--- src/rtl/glitch_mon_pkg.sv ---
// Shared types and helpers for the glitch/minimum-pulse-width monitor.
// The sample-path synchronizer is selected with the GLITCH_SYNC_EN macro (see glitch_chan).
package glitch_mon_pkg;

  typedef enum logic {
    WAIT_EDGE = 1'b0,
    MEASURE   = 1'b1
  } mon_state_t;

  // Width of a gap counter that must be able to hold the value min_w.
  function automatic int gap_w(input int min_w);
    return $clog2(min_w + 1);
  endfunction

endpackage

--- src/rtl/glitch_chan.sv ---
// One monitored channel: sample/edge registers, measurement FSM, gap counter,
// saturating pass/fail counters. GLITCH_SYNC_EN inserts a 2-flop synchronizer ahead of s_q.
module glitch_chan
  import glitch_mon_pkg::*;
#(
  parameter int MIN_W = 20,
  parameter int CNT_W = 16
) (
  input  logic             clk,
  input  logic             rst,
  input  logic             sig,
  input  logic             active,
  input  logic             clr,
  output logic             err_pulse,
  output logic             err_sticky,
  output logic [CNT_W-1:0] pass_cnt,
  output logic [CNT_W-1:0] fail_cnt
);

  localparam int GAP_W = gap_w(MIN_W);
  localparam logic [GAP_W-1:0] GAP_MAX = GAP_W'(MIN_W);
  localparam logic [GAP_W-1:0] GAP_ONE = GAP_W'(1);
  localparam logic [CNT_W-1:0] CNT_MAX = '1;

  logic s_d;
  logic s_q;
  logic prev_q;
  logic edge_det;

  mon_state_t state_q;
  mon_state_t state_d;
  logic [GAP_W-1:0] gap_q;
  logic [GAP_W-1:0] gap_d;
  logic hit_pass;
  logic hit_fail;

`ifdef GLITCH_SYNC_EN
  logic [1:0] sync_q;

  always_ff @(posedge clk or posedge rst) begin
    if (rst) sync_q <= '0;
    else     sync_q <= {sync_q[0], sig};
  end

  assign s_d = sync_q[1];
`else
  assign s_d = sig;
`endif

  // Sample path runs regardless of enable or clear so edges are never stale.
  always_ff @(posedge clk or posedge rst) begin
    if (rst) begin
      s_q    <= 1'b0;
      prev_q <= 1'b0;
    end else begin
      s_q    <= s_d;
      prev_q <= s_q;
    end
  end

  assign edge_det = s_q ^ prev_q;

  always_ff @(posedge clk or posedge rst) begin
    if (rst) begin
      state_q <= WAIT_EDGE;
      gap_q   <= '0;
    end else begin
      state_q <= state_d;
      gap_q   <= gap_d;
    end
  end

  // clr outranks everything, so a same-cycle edge never becomes a reference.
  always_comb begin
    state_d  = state_q;
    gap_d    = gap_q;
    hit_pass = 1'b0;
    hit_fail = 1'b0;
    if (clr) begin
      state_d = WAIT_EDGE;
      gap_d   = '0;
    end else if (!active) begin
      state_d = WAIT_EDGE;
    end else begin
      case (state_q)
        WAIT_EDGE: begin
          if (edge_det) begin
            state_d = MEASURE;
            gap_d   = GAP_ONE;
          end
        end
        MEASURE: begin
          if (edge_det) begin
            gap_d = GAP_ONE;
            if (gap_q >= GAP_MAX) hit_pass = 1'b1;
            else                  hit_fail = 1'b1;
          end else if (gap_q < GAP_MAX) begin
            gap_d = gap_q + GAP_ONE;
          end
        end
        default: state_d = WAIT_EDGE;
      endcase
    end
  end

  always_ff @(posedge clk or posedge rst) begin
    if (rst) begin
      err_pulse  <= 1'b0;
      err_sticky <= 1'b0;
      pass_cnt   <= '0;
      fail_cnt   <= '0;
    end else if (clr) begin
      err_pulse  <= 1'b0;
      err_sticky <= 1'b0;
      pass_cnt   <= '0;
      fail_cnt   <= '0;
    end else begin
      err_pulse <= hit_fail;
      if (hit_fail) err_sticky <= 1'b1;
      if (hit_pass && pass_cnt != CNT_MAX) pass_cnt <= pass_cnt + 1'b1;
      if (hit_fail && fail_cnt != CNT_MAX) fail_cnt <= fail_cnt + 1'b1;
    end
  end

endmodule

--- src/rtl/glitch_monitor_mc.sv ---
// Multi-channel glitch monitor top: fans out enables and packs per-channel results.
// Define GLITCH_SYNC_EN to add a 2-flop synchronizer on every channel input.
module glitch_monitor_mc #(
  parameter int N_CH  = 4,
  parameter int MIN_W = 20,
  parameter int CNT_W = 16
) (
  input  logic                  C_clk,
  input  logic                  C_rst,
  input  logic [N_CH-1:0]       sig_in,
  input  logic                  C_en,
  input  logic [N_CH-1:0]       ch_mask,
  input  logic                  clr,
  output logic [N_CH-1:0]       err_pulse,
  output logic [N_CH-1:0]       err_sticky,
  output logic [N_CH*CNT_W-1:0] pass_cnt,
  output logic [N_CH*CNT_W-1:0] fail_cnt
);

  logic [N_CH-1:0] active;

  assign active = {N_CH{C_en}} & ch_mask;

  for (genvar i = 0; i < N_CH; i++) begin : g_chan
    glitch_chan #(
      .MIN_W(MIN_W),
      .CNT_W(CNT_W)
    ) u_chan (
      .clk       (C_clk),
      .rst       (C_rst),
      .sig       (sig_in[i]),
      .active    (active[i]),
      .clr       (clr),
      .err_pulse (err_pulse[i]),
      .err_sticky(err_sticky[i]),
      .pass_cnt  (pass_cnt[i*CNT_W +: CNT_W]),
      .fail_cnt  (fail_cnt[i*CNT_W +: CNT_W])
    );
  end

endmodule

--- config.mk ---
export PLATFORM = sky130hd
export DESIGN_NAME = glitch_monitor_mc
export DESIGN_NICKNAME = d
export VERILOG_FILES = /design/src/rtl/glitch_mon_pkg.sv /design/src/rtl/glitch_chan.sv /design/src/rtl/glitch_monitor_mc.sv
export SDC_FILE = /design/constraint.sdc
export NUM_CORES = 1
export LEC_CHECK = 0
export CORE_ASPECT_RATIO = 0.9
export CORE_MARGIN = 1.5
export CORE_UTILIZATION = 31
export CTS_BUF_LIST = sky130_fd_sc_hd__clkbuf_4 sky130_fd_sc_hd__clkbuf_8
export DETAILED_ROUTE_END_ITERATION = 10
export GPL_TIMING_DRIVEN = 0
export PLACE_DENSITY = 0.5
export SLEW_MARGIN = 20
export SYNTH_ARGS = -nofsm -noshare
export SYNTH_HDL_FRONTEND = slang
export SYNTH_SLANG_ARGS = --single-unit
--- constraint.sdc ---
create_clock -name C_clk -period 7.5 [get_ports C_clk]
set_input_delay 1.5 -clock C_clk [delete_from_list [all_inputs] [get_ports C_clk]]
set_output_delay 1.5 -clock C_clk [all_outputs]
set_load 0.02 [all_outputs]
-- Yosys cells after proc, flatten, opt, wreduce, memory -nomap -nowiden
Cells that the tools add are included.
- register bits: 168
- bits in latches: 0
- bits of input ports: 12
- bits in writable memories: 0
- word-level logic and storage cells: 213
- ROM bits: 0
- memories: 0
- bitwise operators: 9
- div/mod/pow operators: 0
- reductions and logical operators: 28
- equal/unequal tests: 16
- muxes and demuxes: 108
- $add $sub $neg: 12
- order comparisons: 8
- $mul: 0
- shift-type cells: 0
- operators by type and width (cell ; count):
    $mux W16 ; 16
    $add A16 B1 Y16 const B ; 8
    $ne A16 B16 Y1 const B ; 8
    $mux W5 ; 20
    $mux W1 ; 68
    $pmux W5 S2 ; 4
    $reduce_bool A2 Y1 ; 16
    $add A5 B1 Y5 const B ; 4
    $ge A5 B5 Y1 const B ; 4
    $lt A5 B5 Y1 const B ; 4
    $ne A4 B3 Y1 const B ; 4
    $ne A3 B2 Y1 const B ; 4
    $reduce_and A3 Y1 ; 4
    $logic_and A1 B1 Y1 ; 8
    $and A4 B4 Y4 ; 1
    $not A1 Y1 ; 4
    $xor A1 B1 Y1 ; 4

-- Logic depth before layout (Yosys ltp)
Gate-level depths: netlist of run 1.
- depth in word-level cells: 9
- depth in mapped cells: 7

-- Hierarchy
Synthesis of run 1 repeated with hierarchy kept, for this count alone.
- cells, all modules: 971
- area, all modules: 9335.2 um^2
- by module, submodules not included (module ; seq. area each (um^2) ; area each (um^2) ; cells an instance ; instances):
    glitch_chan (g_chan[0].u_chan ...) ; 1051.0 ; 2373.5 ; 245 ; 3
    glitch_chan (g_chan[3].u_chan) ; 1051.0 ; 2189.6 ; 232 ; 1
    glitch_monitor_mc ; 0.0 ; 25.0 ; 4 ; 1

-- Least setup slack after synthesis of run 1
OpenSTA, ideal clock, no wires.
- path kind: input to register
- start: input port ch_mask[0]
- end: register g_chan[0].u_chan.pass_cnt[5]
- setup time: 119 ps
- required time: 7381 ps
- data arrival time: 2724 ps
- slack: 4658 ps
- stages on the path: 5
- path buffers: 0
- cell sequence: nand2_1 -> nor4_1 -> o21ai_2 -> o21a_1 -> o21a_1
- longest elaborated chain between the ends: 5
- RTL lines (item ; RTL line ; RTL):
    from (decl) ; glitch_monitor_mc.sv:12 ; input logic [N_CH-1:0] ch_mask,
    $and A4 B4 Y4 ; glitch_monitor_mc.sv:22 ; assign active = {N_CH{C_en}} & ch_mask;
    $mux W1 ; glitch_chan.sv:82 ; end else if (!active) begin
    $mux W1 ; glitch_chan.sv:79 ; if (clr) begin
    $logic_and A1 B1 Y1 ; glitch_chan.sv:120 ; if (hit_pass && pass_cnt != CNT_MAX) pass_cnt <= pass_cnt + 1'b1;
    $reduce_bool A2 Y1 (no line) ; -- ;
    to (signal assigned) ; glitch_chan.sv:120 ;
    to (decl) ; glitch_chan.sv:16 ; output logic [CNT_W-1:0] pass_cnt,
No other way between the ends.
A chain may end at the register's enable or synchronous reset.

-- Final worst setup path of run 1
- start: input port clr
- end: register g_chan[3].u_chan.pass_cnt[0]
- longest elaborated chain between the ends: 3
- elaborated cells on any way between the ends: 4
- classes of those cells: mux: 2; reduce/logical: 2
- RTL lines (item ; RTL line ; RTL):
    from (decl) ; glitch_monitor_mc.sv:13 ; input logic clr,
    $mux W1 ; glitch_chan.sv:79 ;
    $logic_and A1 B1 Y1 ; glitch_chan.sv:120 ;
    $reduce_bool A2 Y1 (no line) ; -- ;
    to (signal assigned) ; glitch_chan.sv:120 ;
    to (decl) ; glitch_chan.sv:16 ;
Several ways; a longest one is shown, not always the timed one.

==> flow_metrics.py, run 1 <==
metrics = {
    "setup_path": {
        "regToRegSetupSlack_ns": 5.14,
        "crit_buf_inv": 4,
        "r2r_end": "g_chan[2].u_chan.fail_cnt[11]",
        "crit_chain": "clkdlybuf4s50_1, clkbuf_1, buf_1, clkbuf_1, nor2_1",
        "end_kind": "flip-flop",
        "r2r_start": "g_chan[2].u_chan.gap_q[2]",
        "crit_type": "in -> reg",
        "startpoint_type": "primary input",
        "crit_end": "g_chan[3].u_chan.pass_cnt[0]",
        "crit_slowest_cell": "clkdlybuf4s50_1",
        "critPathMaxFanout": 10,
        "cp.arrival_ns": 4.00,
        "critical-path-top-cell-by-count": "clkbuf_1",
        "cp_num_cells": 5,
        "cp_slowest_stage_delay_ns": 0.69,
        "rr_worst_depth": 5,
        "cp_top_family": "buffers and inverters",
        "required_ns": 7.82,
        "startpoint": "clr",
    },
    "flow_run": {
        "cap_viol_max_count": 0,
    },
    "power_and_ir_drop": {
        "total_power_uw": 1700,
        "p_per_area_nw_per_um2": 151,
        "ir_drop_mv": 0.0940,
        "p_leak_uw": 0.00435,
    },
    "global_route": {
        "gr-total-overflow": 0,
        "grt_use_total_pct": 16.5,
        "grt_antenna_before_repair": 0,
        "grt_pass1_vias": 7104,
        "grt_max_degree": 88,
        "grt_pass1_wl_um": 39000,
    },
    "logic_synthesis": {
        "syn_area_per_cell_sq_um": 9.62,
        "postSynthCellCount": 923,
        "synth_nets": 951,
        "synth_seq_area_share_pct": 47.4,
        "synth_flop_cell": "dfrtp_1",
        "ys_warn_count": 0,
        "async_flop_share_pct": 100,
        "syn_area_sq_um": 8880,
        "yosysUniqueCellTypes": 65,
        "synth.ff_latch_count": 168,
        "synth_edf_count": 0,
    },
    "hold_path": {
        "whs_path_depth": 0,
        "min_path_type": "reg -> reg",
    },
    "finish": {
        "insertedDiodeCount": 0,
        "multiInputGateArea_sq_um": 4370,
        "design_area_sq_um": 11300,
        "finalNetCount": 1118,
        "ff_latch_area_sq_um": 4200,
        "drive_gt1_share_pct": 6.98,
        "n_fill_cell": 2790,
        "area_growth_pct": 26.9,
    },
    "sta": {
        "relSlewSlack_pct": 32.3,
        "final.period_utilization_pct": 49.1,
        "slew_viol_final": 0,
        "grt_setup_unrepaired": "no",
        "clock_skew_ns": 0.0141,
        "fin_crit_ns": 3.68,
        "hold_violations": 0,
        "tightest_slew_ns": 1.01,
        "finalSetupViolations": 0,
        "max_clock_freq_mhz": 272,
    },
    "route": {
        "ant_nets": 0,
        "dr.pass1.iters": 5,
        "routed_wl_um": 23700,
        "drt_iter0_drc": 410,
        "drc_errors": 0,
        "wl_per_cell_um": 16.2,
        "route.vias.total": 7434,
        "vias_per_cell": 5.08,
    },
    "clock_tree": {
        "cts_root_buf": "clkbuf_8",
        "cts.path.max_buffers": 2,
        "holdBufCountCts": 0,
        "clk_latency_ns": 0.47,
        "htreeDepth": 4,
        "numCtsBuffers": 17,
        "clk_pin_slew_ns": 0.09,
        "cts.repair.resized": 0,
        "numClockSinks": 168,
        "cts_tree": "yes",
        "post_cts_buffers": 0,
    },
    "floorplanning": {
        "die_h_um": 164,
        "pin_count": 148,
        "die-area_sq_um": 29700,
        "coreArea_sq_um": 28100,
        "start_util_pct": 31.6,
        "dieWidth_um": 181,
        "rows": 58,
    },
    "placement": {
        "gp_congestion": 0.783,
        "dp_hpwl_um": 16500,
        "placedInstanceArea_sq_um": 10800,
        "portBuffers": 147,
    },
    "status": {
        "outcome": "complete, no violations",
    },
}
==> area by class of cell <==
class | instances | share of cell area, %
multi-input cells | 686 | 38.7
flip-flops and latches | 168 | 37.3
repair buffers | 148 | 13.3
well taps | 360 | 4.00
clock buffers | 22 | 2.52
plain buffers | 43 | 1.93
clock inverters | 10 | 1.28
inverters | 26 | 0.933
==> state kept, by name, indices dropped and copies added (netlist names) <==
signal and flops:
g_chan.u_chan.fail_cnt 64, g_chan.u_chan.err_pulse 4, g_chan.u_chan.state_q 4, g_chan.u_chan.gap_q 20, g_chan.u_chan.s_q 4, g_chan.u_chan.pass_cnt 64
g_chan.u_chan.err_sticky 4, g_chan.u_chan.prev_q 4
==> cell usage in the layout (no fill, tap or decap), drive strengths merged, types with 16 or more instances in the layout <==
cell,netlist,routed
dfrtp,168,168
a21oi,26,26
nor4,37,37
nor3,29,29
nand3,51,51
nand2,65,65
clkdlybuf4s50,0,147
buf,23,24
nand4,43,43
nor2,130,130
xnor2,69,69
o21ai,33,33
xor2,33,33
ha,16,16
clkbuf,20,42
and3,17,17
inv,26,27
==> cells in the mapped netlist (4+ instances only) <==
cell type,count,area [sq um]
dfrtp_1,168,4200
nor2_1,129,484
xnor2_1,68,596
nand2_1,64,240
nand3_1,51,255
nand4_1,43,269
xor2_1,33,289
nor4_1,31,194
o21ai_0,30,150
nor3_1,29,145
a21oi_1,26,130
inv_1,26,97.6
clkbuf_1,19,71.3
and3_1,17,106
ha_1,16,200
and4_1,14,123
or3_1,14,87.6
and2_1,9,56.3
buf_4,9,67.6
o2111ai_1,9,78.8
a211oi_1,8,60.1
buf_1,7,26.3
mux2i_1,7,70.1
nor2b_1,7,43.8
nor3b_1,7,52.6
mux2_2,6,67.6
o21a_1,6,45.0
buf_2,5,25.0
nor4b_1,5,43.8
or4_1,5,37.5
nor4_2,4,50.1
==> worst min-delay path by stage <==
stage / startpoint / to / slack [ns]
after floorplan: g_chan[0].u_chan.s_q / g_chan[0].u_chan.prev_q / 0.37
after global placement: g_chan[0].u_chan.s_q / g_chan[0].u_chan.prev_q / 0.38
after detailed placement: g_chan[0].u_chan.s_q / g_chan[0].u_chan.prev_q / 0.39
after CTS: g_chan[0].u_chan.s_q / g_chan[0].u_chan.prev_q / 0.41
after global routing: g_chan[0].u_chan.s_q / g_chan[0].u_chan.prev_q / 0.45
final: g_chan[0].u_chan.s_q / g_chan[0].u_chan.prev_q / 0.41
==> routing by layer <==
layer | global-route usage (%) | vias to the layer above | wire length, um
li1 | - | 3632 | -
met1 | 24.3 | 3633 | 12100
met2 | 24.6 | 156 | 10400
met3 | 3.39 | 13 | 1020
met4 | 3.52 | 0 | 174
met5 | 0 | - | 0
==> metrics by stage <==
stage          TNS (ns)  setup slack [ns]  util [%]  hold WS [ns]  instances
2_1_floorplan         0              1.45         -         0.373        923
3_3_place_gp    -223.53             -1.34      38.5         0.382       1430
3_5_place_dp          0              3.14      38.6         0.392       1431
4_1_cts               0              3.64      40.1         0.413       1463
5_1_grt               0              3.64      40.1         0.447       1463
6_report              0              3.82      40.1         0.409       1463
==> power by group <==
group	total, uW	switching [uW]	internal, uW
clock network	715	354	361
logic	74.7	56.6	18.1
registers	915	5.37	910
==> worst reg2reg max path, cell delays in order (launching register included) <==
cell and delay [ns]:
dfrtp_1 0.42, o21ai_1 0.45, nand4b_2 0.44, nor2_2 0.44
mux2_2 0.39, o21ai_0 0.14
==> kinds of logic after synthesis <==
| logic type | share of synthesized area (%) |
|---|---|
| compound gates | 7.99 |
| fa+ha+maj | 2.25 |
| xor+xnor | 10.1 |
| flops | 47.4 |
| simple gates | 27.2 |
| mux | 1.55 |
| buf+inv | 3.55 |
No activity file was read; power rests on OpenSTA's default activity.
==> run 2, diff against run 1 <==
clock period = 3.8 ns   (was 7.5 ns; I/O delays follow)
==> flow_metrics.py, run 2 (synthesized netlist as in run 1, its figures left out) <==
metrics = {
    "status": {
        "outcome": "complete, no violations",
    },
    "setup_path": {
        "startpoint_type": "primary input",
        "crit_type": "in -> reg",
        "startpoint": "clr",
        "end_kind": "flip-flop",
        "critPathMaxFanout": 10,
        "r2r_start": "g_chan[2].u_chan.gap_q[2]",
        "required_ns": 4.10,
        "cp.arrival_ns": 3.28,
    },
    "power_and_ir_drop": {
        "swShare_pct": 25.1,
        "p_leak_uw": 0.00435,
        "seqPwrFrac_pct": 55.8,
        "pwr-share-comb_pct": 4.8,
        "ir_drop_mv": 0.153,
        "p_int_uw": 2430,
        "switchingPower_uw": 812,
        "pwr-share-clk_pct": 39.4,
        "p_per_area_nw_per_um2": 287,
    },
    "floorplanning": {
        "coreArea_sq_um": 28100,
        "die-area_sq_um": 29700,
        "die_h_um": 164,
        "rows": 58,
        "pin_count": 148,
        "start_util_pct": 31.6,
        "dieWidth_um": 181,
    },
    "route": {
        "vias_per_cell": 5.06,
        "drt_iter0_drc": 358,
        "route.vias.total": 7426,
        "ant_nets": 0,
        "wl_per_cell_um": 16.2,
        "dr.pass1.iters": 5,
        "drc_errors": 0,
        "routed_wl_um": 23700,
    },
    "clock_tree": {
        "cts.repair.resized": 0,
        "numCtsBuffers": 17,
        "holdBufCountCts": 0,
        "numClockSinks": 168,
        "clk_latency_ns": 0.45,
        "post_cts_buffers": 0,
        "htreeDepth": 4,
        "clk_pin_slew_ns": 0.08,
        "cts_root_buf": "clkbuf_8",
        "cts_tree": "yes",
        "cts.path.max_buffers": 2,
    },
    "placement": {
        "gp_congestion": 0.776,
        "dpl_worst_slack_ns": 0.277,
        "dp_hpwl_um": 17100,
        "placedInstanceArea_sq_um": 10900,
        "portBuffers": 147,
    },
    "finish": {
        "largestRegisters": "g_chan.u_chan.fail_cnt x64, g_chan.u_chan.pass_cnt x64, g_chan.u_chan.gap_q x20",
        "layout_common_cells": "168 x dfrtp_1, 147 x clkdlybuf4s50_1, 129 x nor2_1",
        "mostFrequentLayoutCell": "dfrtp_1",
        "insertedDiodeCount": 0,
        "n_fill_cell": 2775,
        "post-route-util_pct": 40.2,
        "finalNetCount": 1122,
        "drive_gt1_share_pct": 7.32,
        "design_area_sq_um": 11300,
        "area_growth_pct": 27.2,
    },
    "sta": {
        "fin_crit_ns": 2.98,
        "grt_setup_unrepaired": "no",
        "max_clock_freq_mhz": 336,
        "setup_slack_ns": 0.824,
        "finalSetupViolations": 0,
        "slew_viol_final": 0,
        "clock_skew_ns": 0.0170,
        "tightest_slew_ns": 1.06,
        "final.period_utilization_pct": 78.3,
        "relSlewSlack_pct": 28.5,
        "hold_violations": 0,
    },
    "global_route": {
        "grt_pass1_vias": 7106,
        "grt_use_total_pct": 16.3,
        "gr-total-overflow": 0,
        "grt_max_degree": 32,
        "grt_antenna_before_repair": 1,
        "grt_pass1_wl_um": 38800,
    },
    "flow_run": {
        "cap_viol_max_count": 0,
    },
    "hold_path": {
        "hp-start": "g_chan[0].u_chan.s_q",
        "min_path_type": "reg -> reg",
    },
}
## run 2: cell type report
cell class / count / area, sq um / share of cell area [%]
inverters: 26 / 101 / 0.897
flip-flops and latches: 168 / 4200 / 37.2
clock inverters: 9 / 93.8 / 0.831
plain buffers: 43 / 218 / 1.93
multi-input cells: 686 / 4370 / 38.6
clock buffers: 23 / 292 / 2.58
well taps: 360 / 450 / 3.99
repair buffers: 152 / 1570 / 13.9
## run 2: path summary, 6_finish.rpt
check	slack, ns	cells past startpoint	endpoint
setup / recovery	0.82	5	g_chan[0].u_chan.fail_cnt[14]
setup reg to reg	1.45	5	g_chan[2].u_chan.fail_cnt[11]
hold reg to reg	0.42	0	g_chan[0].u_chan.prev_q
hold / removal	0.42	0	g_chan[0].u_chan.prev_q
min in group asynchronous	0.75	2	g_chan[3].u_chan.fail_cnt[11]
max in group asynchronous	2.21	4	g_chan[3].u_chan.pass_cnt[0]
## run 2: critical path, cell delays in order
cell and delay (ns):
clkdlybuf4s50_1 0.71, clkbuf_1 0.53, buf_1 0.57, clkbuf_1 0.58, nor2_1 0.11
## run 2: power groups by stage
stage / clock (uW) / sequential [uW] / combinational (uW)
floorplan: 0 / 1840 / 87.0
global placement: 0 / 1840 / 149
detailed placement: 0 / 1840 / 162
CTS: 1340 / 1810 / 163
global route: 1420 / 1810 / 177
finish: 1280 / 1810 / 156
## run 2: metal layers
metal  wire length [um]  share of wire, %  vias to the layer above  global-route usage (%)
met2              10200                43                      169                    24.0
met5                  0                 0                        -                       0
met1              12300                52                     3618                    24.3
li1                   -                 -                     3630                       -
met3               1060               4.5                        9                    3.55
met4                178              0.75                        0                    3.79
## run 2: stage by stage
stage	TNS, ns	cells	hold WS (ns)	power [uW]
floorplan	0	923	0.373	1930
global placement	-130.88	1430	0.380	1990
detailed placement	0	1435	0.391	2000
CTS	0	1467	0.422	3310
global route	0	1467	0.444	3410
finish	0	1467	0.421	3240
